File: config.mk
export PLATFORM = sky130hd
export DESIGN_NAME = apb_slave_regfile
export DESIGN_NICKNAME = d
export VERILOG_FILES = /design/src/rtl/apb_slave_regfile.sv
export SDC_FILE = /design/constraint.sdc
export NUM_CORES = 1
export LEC_CHECK = 0
export CAP_MARGIN = 20
export CELL_PAD_IN_SITES_DETAIL_PLACEMENT = 0
export CELL_PAD_IN_SITES_GLOBAL_PLACEMENT = 1
export CORE_MARGIN = 2
export CORE_UTILIZATION = 36
export CTS_BUF_LIST = sky130_fd_sc_hd__clkbuf_8
export DETAILED_ROUTE_END_ITERATION = 16
export GPL_TIMING_DRIVEN = 0
export PLACE_DENSITY_LB_ADDON = 0.2
export SYNTH_ARGS = -nofsm -noshare
export SYNTH_HDL_FRONTEND = slang
export SYNTH_SLANG_ARGS = --single-unit
File: constraint.sdc
create_clock -name clk -period 2.35 [get_ports clk]
set_input_delay 0.47 -clock clk [delete_from_list [all_inputs] [get_ports clk]]
set_output_delay 0.47 -clock clk [all_outputs]
set_load 0.02 [all_outputs]
File: src/rtl/apb_slave_regfile.sv
// ----------------------------------------------------------------------------
// apb_slave_regfile
//
// APB slave register bank. Accepts the psel/penable setup/access handshake,
// inserts WAIT_CYCLES wait states into every access phase, and completes the
// transfer with pready (plus pslverr on an address/permission error).
//
// Register map:
//   reg 0            : ID_VALUE, read-only
//   reg 1            : completed-transfer counter, read-only, wraps
//   reg 2..NUM_REGS-1: read/write, reset to 0
//
// Ports:
//   clk, rst    : clock; synchronous active-high reset
//   psel        : APB select
//   penable     : APB enable (access phase)
//   pwrite      : 1 = write, 0 = read
//   paddr       : register index (byte address = register index)
//   pwdata      : write data
//   prdata      : read data, nonzero only in the completion cycle of a good read
//   pready      : transfer completes this cycle
//   pslverr     : error flag, qualified by pready
//   reg_out     : flat register contents, reg i at [i*DATA_WIDTH +: DATA_WIDTH]
//   wr_strobe   : one-cycle pulse on bit i the cycle after a committed write
//   abort       : one-cycle pulse after psel drops during ACCESS before pready
// ----------------------------------------------------------------------------
module apb_slave_regfile #(
  parameter int                    DATA_WIDTH  = 8,
  parameter int                    ADDR_WIDTH  = 8,
  parameter int                    NUM_REGS    = 16,
  parameter int                    WAIT_CYCLES = 1,
  parameter logic [DATA_WIDTH-1:0] ID_VALUE    = 8'hA5
) (
  input  logic                           clk,
  input  logic                           rst,
  input  logic                           psel,
  input  logic                           penable,
  input  logic                           pwrite,
  input  logic [ADDR_WIDTH-1:0]          paddr,
  input  logic [DATA_WIDTH-1:0]          pwdata,
  output logic [DATA_WIDTH-1:0]          prdata,
  output logic                           pready,
  output logic                           pslverr,
  output logic [NUM_REGS*DATA_WIDTH-1:0] reg_out,
  output logic [NUM_REGS-1:0]            wr_strobe,
  output logic                           abort
);

  localparam logic [0:0] ST_IDLE   = 1'b0;
  localparam logic [0:0] ST_ACCESS = 1'b1;

  // Wide enough to hold WAIT_CYCLES, never narrower than one bit.
  localparam int                WCNT_W    = (WAIT_CYCLES < 2) ? 1 : $clog2(WAIT_CYCLES + 1);
  localparam logic [WCNT_W-1:0] WCNT_LOAD = WCNT_W'(WAIT_CYCLES);

  logic [0:0]            state_q, state_d;
  logic [WCNT_W-1:0]     wcnt_q, wcnt_d;
  logic [ADDR_WIDTH-1:0] addr_q, addr_d;
  logic                  write_q, write_d;
  logic [DATA_WIDTH-1:0] wdata_q, wdata_d;
  logic [DATA_WIDTH-1:0] cnt_q;
  logic [DATA_WIDTH-1:0] regs_q [2:NUM_REGS-1];
  logic [NUM_REGS-1:0]   strobe_q;
  logic                  abort_q;

  logic                  done;
  logic                  addr_oob;
  logic                  addr_ro;
  logic                  xfer_err;
  logic                  wr_commit;
  logic [DATA_WIDTH-1:0] reg_view [NUM_REGS];
  logic [DATA_WIDTH-1:0] rdata;

  // --------------------------------------------------------------------------
  // Next-state logic. The transfer is defined entirely by the fields latched
  // in the setup phase; access-phase paddr/pwdata are never looked at.
  // --------------------------------------------------------------------------
  always_comb begin
    // NOTE: every variable gets a default first so no path leaves it
    // unassigned, which would otherwise infer a latch.
    state_d = state_q;
    wcnt_d  = wcnt_q;
    addr_d  = addr_q;
    write_d = write_q;
    wdata_d = wdata_q;

    if (state_q == ST_IDLE) begin
      // penable high while idle is not a setup phase and is ignored.
      if (psel && !penable) begin
        addr_d  = paddr;
        write_d = pwrite;
        wdata_d = pwdata;
        wcnt_d  = WCNT_LOAD;
        state_d = ST_ACCESS;
      end
    end else begin
      if (!psel) begin
        state_d = ST_IDLE;
        wcnt_d  = '0;
      end else if (penable) begin
        if (wcnt_q != '0) begin
          wcnt_d = wcnt_q - WCNT_W'(1);
        end else begin
          state_d = ST_IDLE;
        end
      end
    end
  end

  // --------------------------------------------------------------------------
  // Completion, error decode and read mux (all combinational from state).
  // --------------------------------------------------------------------------
  assign done      = (state_q == ST_ACCESS) && psel && penable && (wcnt_q == '0);
  // One extra bit so NUM_REGS == 2^ADDR_WIDTH compares correctly.
  assign addr_oob  = {1'b0, addr_q} >= (ADDR_WIDTH + 1)'(NUM_REGS);
  assign addr_ro   = addr_q < ADDR_WIDTH'(2);
  assign xfer_err  = addr_oob || (write_q && addr_ro);
  assign wr_commit = done && write_q && !xfer_err;

  always_comb begin
    reg_view[0] = ID_VALUE;
    reg_view[1] = cnt_q;
    for (int i = 2; i < NUM_REGS; i++) begin
      reg_view[i] = regs_q[i];
    end
  end

  always_comb begin
    rdata = '0;
    for (int i = 0; i < NUM_REGS; i++) begin
      if (addr_q == ADDR_WIDTH'(i)) begin
        rdata = reg_view[i];
      end
    end
  end

  assign pready  = done;
  assign pslverr = done && xfer_err;
  assign prdata  = (done && !write_q && !xfer_err) ? rdata : '0;

  for (genvar g = 0; g < NUM_REGS; g++) begin : g_reg_out
    assign reg_out[g*DATA_WIDTH +: DATA_WIDTH] = reg_view[g];
  end

  assign wr_strobe = strobe_q;
  assign abort     = abort_q;

  // --------------------------------------------------------------------------
  // State registers.
  // --------------------------------------------------------------------------
  always_ff @(posedge clk) begin
    // NOTE: sequential state uses non-blocking assignments only, so every
    // register samples pre-edge values regardless of statement order.
    if (rst) begin
      state_q  <= ST_IDLE;
      wcnt_q   <= '0;
      addr_q   <= '0;
      write_q  <= 1'b0;
      wdata_q  <= '0;
      cnt_q    <= '0;
      strobe_q <= '0;
      abort_q  <= 1'b0;
      // NOTE: the register array is architecturally visible with a defined
      // reset value of 0, so it is reset like any other flop rather than being
      // treated as an unreset memory.
      for (int i = 2; i < NUM_REGS; i++) begin
        regs_q[i] <= '0;
      end
    end else begin
      state_q <= state_d;
      wcnt_q  <= wcnt_d;
      addr_q  <= addr_d;
      write_q <= write_d;
      wdata_q <= wdata_d;

      // Counts every completed transfer, errored or not.
      if (done) begin
        cnt_q <= cnt_q + DATA_WIDTH'(1);
      end

      strobe_q <= '0;
      for (int i = 2; i < NUM_REGS; i++) begin
        if (wr_commit && (addr_q == ADDR_WIDTH'(i))) begin
          regs_q[i]   <= wdata_q;
          strobe_q[i] <= 1'b1;
        end
      end

      // psel dropped in ACCESS means pready has not been given yet.
      abort_q <= (state_q == ST_ACCESS) && !psel;
    end
  end

endmodule
After elaboration in Yosys (flattened, before gate mapping). Memories as Yosys holds them, arrays and structs flattened. Index checks and enable logic that the tools add are counted.

Reduce and logical (&&, ||, !) cells: 34. Equality and inequality tests: 16. Multiplexer cells: 85. Div/mod/pow operators: 0. Order comparisons: 2. $add $sub $neg: 2. $mul: 0. Bitwise operators: 16. Shift operators: 0.

Operators by type and width (number): 8-bit two-way mux (31); 8-bit by 4-bit == test with 1-bit output, second input constant (8); 1-bit two-way mux (54); 8-bit by 3-bit == test with 1-bit output, second input constant (4); 1-bit logical AND (25); 8-bit by 2-bit == test with 1-bit output, second input constant (2); 1-bit OR (14); 8-bit by 1-bit adder with 8-bit output, second input constant (1); 8-bit by 1-bit == test with 1-bit output, second input constant (1); 8-bit by 5-bit >= comparator with 1-bit output, second input constant (1); 8-bit zero test (1); 8-bit by 2-bit < comparator with 1-bit output, second input constant (1); 1-bit zero test (4); 2-bit AND reduction (2); 3-bit inequality test, second input constant (1); 1-bit inverter (2); 2-bit nonzero test (1); 1-bit logical OR (1); 1-bit subtractor, second input constant (1).

Output and inout port bits: 155. Bits in writable memories: 112. Logic and storage cells: 165. Bits of input ports: 21. Memories kept: 1. Memory bits (read-only): 0. Latch bits: 0. Bits in registers: 44.

Memory list: regs_q (depth 14, bits a word 8, read ports 14, clocked after memory_dff 0, wr ports 14, line 62) `logic [DATA_WIDTH-1:0] regs_q [2:NUM_REGS-1];`.

Longest topological paths before layout.
Word-level depth: 18. Depth in mapped cells: 8. Mapped depth without buffers: 6.

Worst setup path after synthesis. Ideal clock, no wire load.

Path kind: register -> output. Start point: register addr_q[7]. End point: output port prdata[0]. Buffers on the path: 2. Data required time: 1880 ps. Slack: -218 ps. Stages on the path, launching flop included: 6. Arrival time: 2098 ps. Cell sequence: dfxtp_1 > or4_1 > buf_2 > buf_2 > nor3_1 > a21boi_0.

Cells in the longest elaborated chain, start to end: 18. Elaborated cells on any way between the ends: 39. Classes of those cells: order compare (2); eq/ne (15); mux (17); reduce/logical (5).

RTL lines: start, declared (line 58) `logic [ADDR_WIDTH-1:0] addr_q, addr_d;`; start signal, assigned (line 172) `addr_q <= addr_d;`; 8-bit zero test (line 131) `if (addr_q == ADDR_WIDTH'(i)) begin`; 8-bit two-way mux (16 in a row) (line 131); 8-bit two-way mux (*) (line 139) `assign prdata = (done && !write_q && !xfer_err) ? rdata : '0;`; end, declared (line 41) `output logic [DATA_WIDTH-1:0] prdata,`.

Mark *: on every way between the ends. The rest lies on a longest branch, timed or not.

Worst setup path in the final report.
Start point: register addr_q[0]. End point: output port prdata[7].

Same word-level chain as after synthesis.

==> flow_metrics.py <==
metrics = {
    "min_path": {
        "hold_depth": 2,
        "hp-class": "register to register",
        "hp-start": "wcnt_q",
        "min_to": "state_q",
    },
    "timing": {
        "post-route-period-util_pct": 127,
        "worstMarginPinSlew_ns": 0.988,
        "setup_ws_ns": -0.629,
        "finalMaxSlewViolations": 0,
        "setup-violations-final": 84,
        "rsz0062_at_grt": "true",
        "hold_viol": 0,
        "fin_setup_tns_ns": -24.24,
        "skew_ns": 0.0132,
        "timing.fmax_mhz": 336,
        "slew_headroom_pct": 34.1,
        "fin_crit_ns": 2.98,
    },
    "pwr": {
        "leakage_nw": 3.80,
        "p_sw_mw": 1.77,
        "p_sw_share_pct": 29.5,
        "power_density_mw_per_mm2": 568,
        "vdd_drop_max_v": 0.000324,
        "total_power_mw": 6.00,
        "p_clk_share_pct": 32.9,
        "power_frac_comb_pct": 15.8,
        "p_seq_share_pct": 51.3,
        "power.internal_mw": 4.23,
    },
    "worst_setup_path": {
        "endpoint_kind": "primary output",
        "worstPathArrival_ns": 2.51,
        "path_cells": "buf_8 -> nand2b_2 -> a2bb2oi_1 -> a22oi_2 -> o21ai_1 -> o221a_2 -> buf_4",
        "worstPathRequired_ns": 1.88,
        "crit_path_start_kind": "register",
        "crit_type": "register to primary output",
        "r2r_slack_ns": -0.46,
        "rr_endpoint": "regs_q[0][95]",
        "critPathMaxFanout": 10,
        "max_stage_delay_ns": 0.48,
        "worstReg2RegStart": "addr_q[5]",
        "slowest_stage": "nand2b_2",
        "ff2ff_path_depth": 5,
    },
    "die": {
        "die-area_mm2": 0.0215,
        "die_x_um": 147,
        "ios": 176,
        "core_mm2": 0.0201,
        "start_util_pct": 36.4,
        "rows": 52,
        "die_h_um": 147,
    },
    "clock_network": {
        "path_clk_slew_ns": 0.08,
        "clock_tree.buffer_depth": 2,
        "cts_tree": "built",
        "worstSkewPairLatency_ns": 0.46,
        "hold_buffers": 0,
        "htree_levels": 4,
        "cts.sinks": 154,
        "root_buffer": "clkbuf_8",
        "cts_inserted_buffers": 17,
    },
    "logic_synthesis": {
        "syn-cell-area_mm2": 0.00731,
        "synth_edf_count": 112,
        "synth-seq-cells": 154,
        "postSynth.asyncResetShare_pct": 0,
        "synth_cell_types": 65,
        "seq_area_frac_synth_pct": 57.5,
        "yosys_warnings": 0,
        "synth_ff_type": "edfxtp_1",
        "syn_avg_cell_area_um2": 11.5,
        "synthCells": 635,
    },
    "final_layout": {
        "num-fill-cells": 1728,
        "mostFrequentLayoutCell": "clkdlybuf4s50_1",
        "seqCellArea_mm2": 0.00421,
        "final_nets": 871,
        "multi_input_area_mm2": 0.00335,
        "area_growth_pct": 44.5,
        "drive_gt1_share_pct": 25.1,
        "layout_common_cells": "clkdlybuf4s50_1 (154), and2_1 (114), edfxtp_1 (112)",
        "utilization_pct": 52.5,
    },
    "grt": {
        "grt_util_all_layers_pct": 27.9,
        "grt_pass1_vias": 6276,
        "grt_start_max_net_pins": 17,
        "grt_first_pass_wirelength_mm": 43.1,
        "globalRouteOverflowTotal": 0,
        "antenna_found_initial": 3,
    },
    "route": {
        "firstDrtPassIters": 7,
        "drtAntennaViolNets": 0,
        "vias": 6094,
        "via_per_inst": 5.38,
        "drt-wirelength-per-cell_um": 26.3,
        "totalWireLength_mm": 29.8,
        "drc": 0,
        "dr.first_iter.drc_count": 417,
    },
    "placed_design": {
        "dp_hpwl_mm": 21.3,
        "gp_congestion": 0.992,
        "portBuffers": 164,
        "pre_cts_ws_ns": -1.50,
    },
    "run_status": {
        "status": "finished, violations left",
        "violations": "setup timing",
    },
    "flow_run": {
        "drv_cap": 0,
    },
}
-- flip-flops by register name (all words and copies together) (netlist names) --
name	count
abort	1
addr_q	8
cnt_q	8
regs_q	112
state_q	1
wcnt_q	1
wdata_q	8
wr_strobe	14
write_q	1
-- cell usage after synthesis (all sizes together) (4+ instances only) --
cell      n  area (um^2)
a211oi    4         30.0
a21o      6         45.0
a21oi    21          105
a221oi    4         35.0
a22oi     4         30.0
a31o      5         43.8
a31oi     5         31.3
and2    115          719
and3      5         31.3
buf      24          139
clkbuf   32          120
dfxtp    42          841
edfxtp  112         3360
inv       6         22.5
mux2     15          169
mux2i    28          280
nand2    20         87.6
nand2b    7         43.8
nand3     8         40.0
nand4     5         31.3
nor2     58          238
nor2b     5         31.3
nor3     15          119
nor4      5         61.3
o21ai    22          110
o21bai    4         30.0
o22ai    10         62.6
xor2      4         35.0
-- kinds of logic (layout without fill, tap and decap cells) --
logic type,Yosys count,in the layout,share of synthesized area (%)
buffers and inverters,63,280,3.90
flip-flops,154,154,57.5
AO/OA/AOI/OAI,112,112,10.5
AND/OR/NAND/NOR,249,250,19.8
adder cells (fa/ha/maj),2,2,0.342
XOR/XNOR,7,7,0.838
multiplexers,46,46,7.07
other,2,11,0.103
-- how the worst max path moves through the flow --
stage | start | slack, ns | endpoint
2_1_floorplan | addr_q[7] | -0.05 | regs_q[0][88]
3_3_place_gp | addr_q[1] | -1.51 | prdata[6]
3_5_place_dp | psel | -1.50 | prdata[6]
4_1_cts | addr_q[5] | -0.73 | prdata[2]
5_1_grt | addr_q[5] | -0.69 | prdata[5]
6_report | addr_q[0] | -0.63 | prdata[7]
-- metal layers --
metal  up-vias  wire (um)  global-route usage (%)
li1       2702          -                       -
met1      3065      13500                    40.1
met2       292      13500                    43.6
met3        35       2260                    4.91
met4         0        497                    7.52
met5         -          0                       0
-- stage by stage --
stage / hold WS, ns / std cells / instance area, um^2
floorplan: 0.441 / 643 / 7370
global placement: 0.449 / 1077 / 9350
detailed placement: 0.473 / 1077 / 9350
CTS: 0.486 / 1127 / 10400
global route: 0.526 / 1131 / 10600
finish: 0.489 / 1132 / 10600
-- worst max-delay path: cells and delay by family, from the launching register on --
kind / cells / cell delay [ns]
buf+inv: 2 / 0.34
simple gates: 1 / 0.48
flops: 1 / 0.37
compound gates: 4 / 0.85
-- power groups by stage --
stage / Sequential (mW) / Combinational, mW / Clock, mW
6_report: 3.08 / 0.947 / 1.98
5_1_grt: 3.09 / 0.983 / 2.11
4_1_cts: 3.08 / 0.896 / 2.00
3_5_place_dp: 3.13 / 0.767 / 0
3_3_place_gp: 3.13 / 0.769 / 0
2_1_floorplan: 3.18 / 0.325 / 0
-- layout make-up --
cell class                 instances  area share (%)
multi-input combinational        427            31.7
clock inverter                    15            1.31
antenna                            1          0.0237
sequential                       154            39.9
buffer                            50            3.64
inverter                           7           0.249
clock buffer                      17            2.21
timing repair buffer             191            17.8
tap                              270            3.20
-- what timing repair did --
action / 4_1_cts / 5_1_grt
pin swaps: 19 / 22
cloned: 1 / 0
buffers inserted: 21 / 6
resized for setup: 183 / 43
endpoints found under the hold margin: 0 / 0
setup endpoints to repair: 238 / 170
Note: power is estimated with default switching activity, not from simulation.
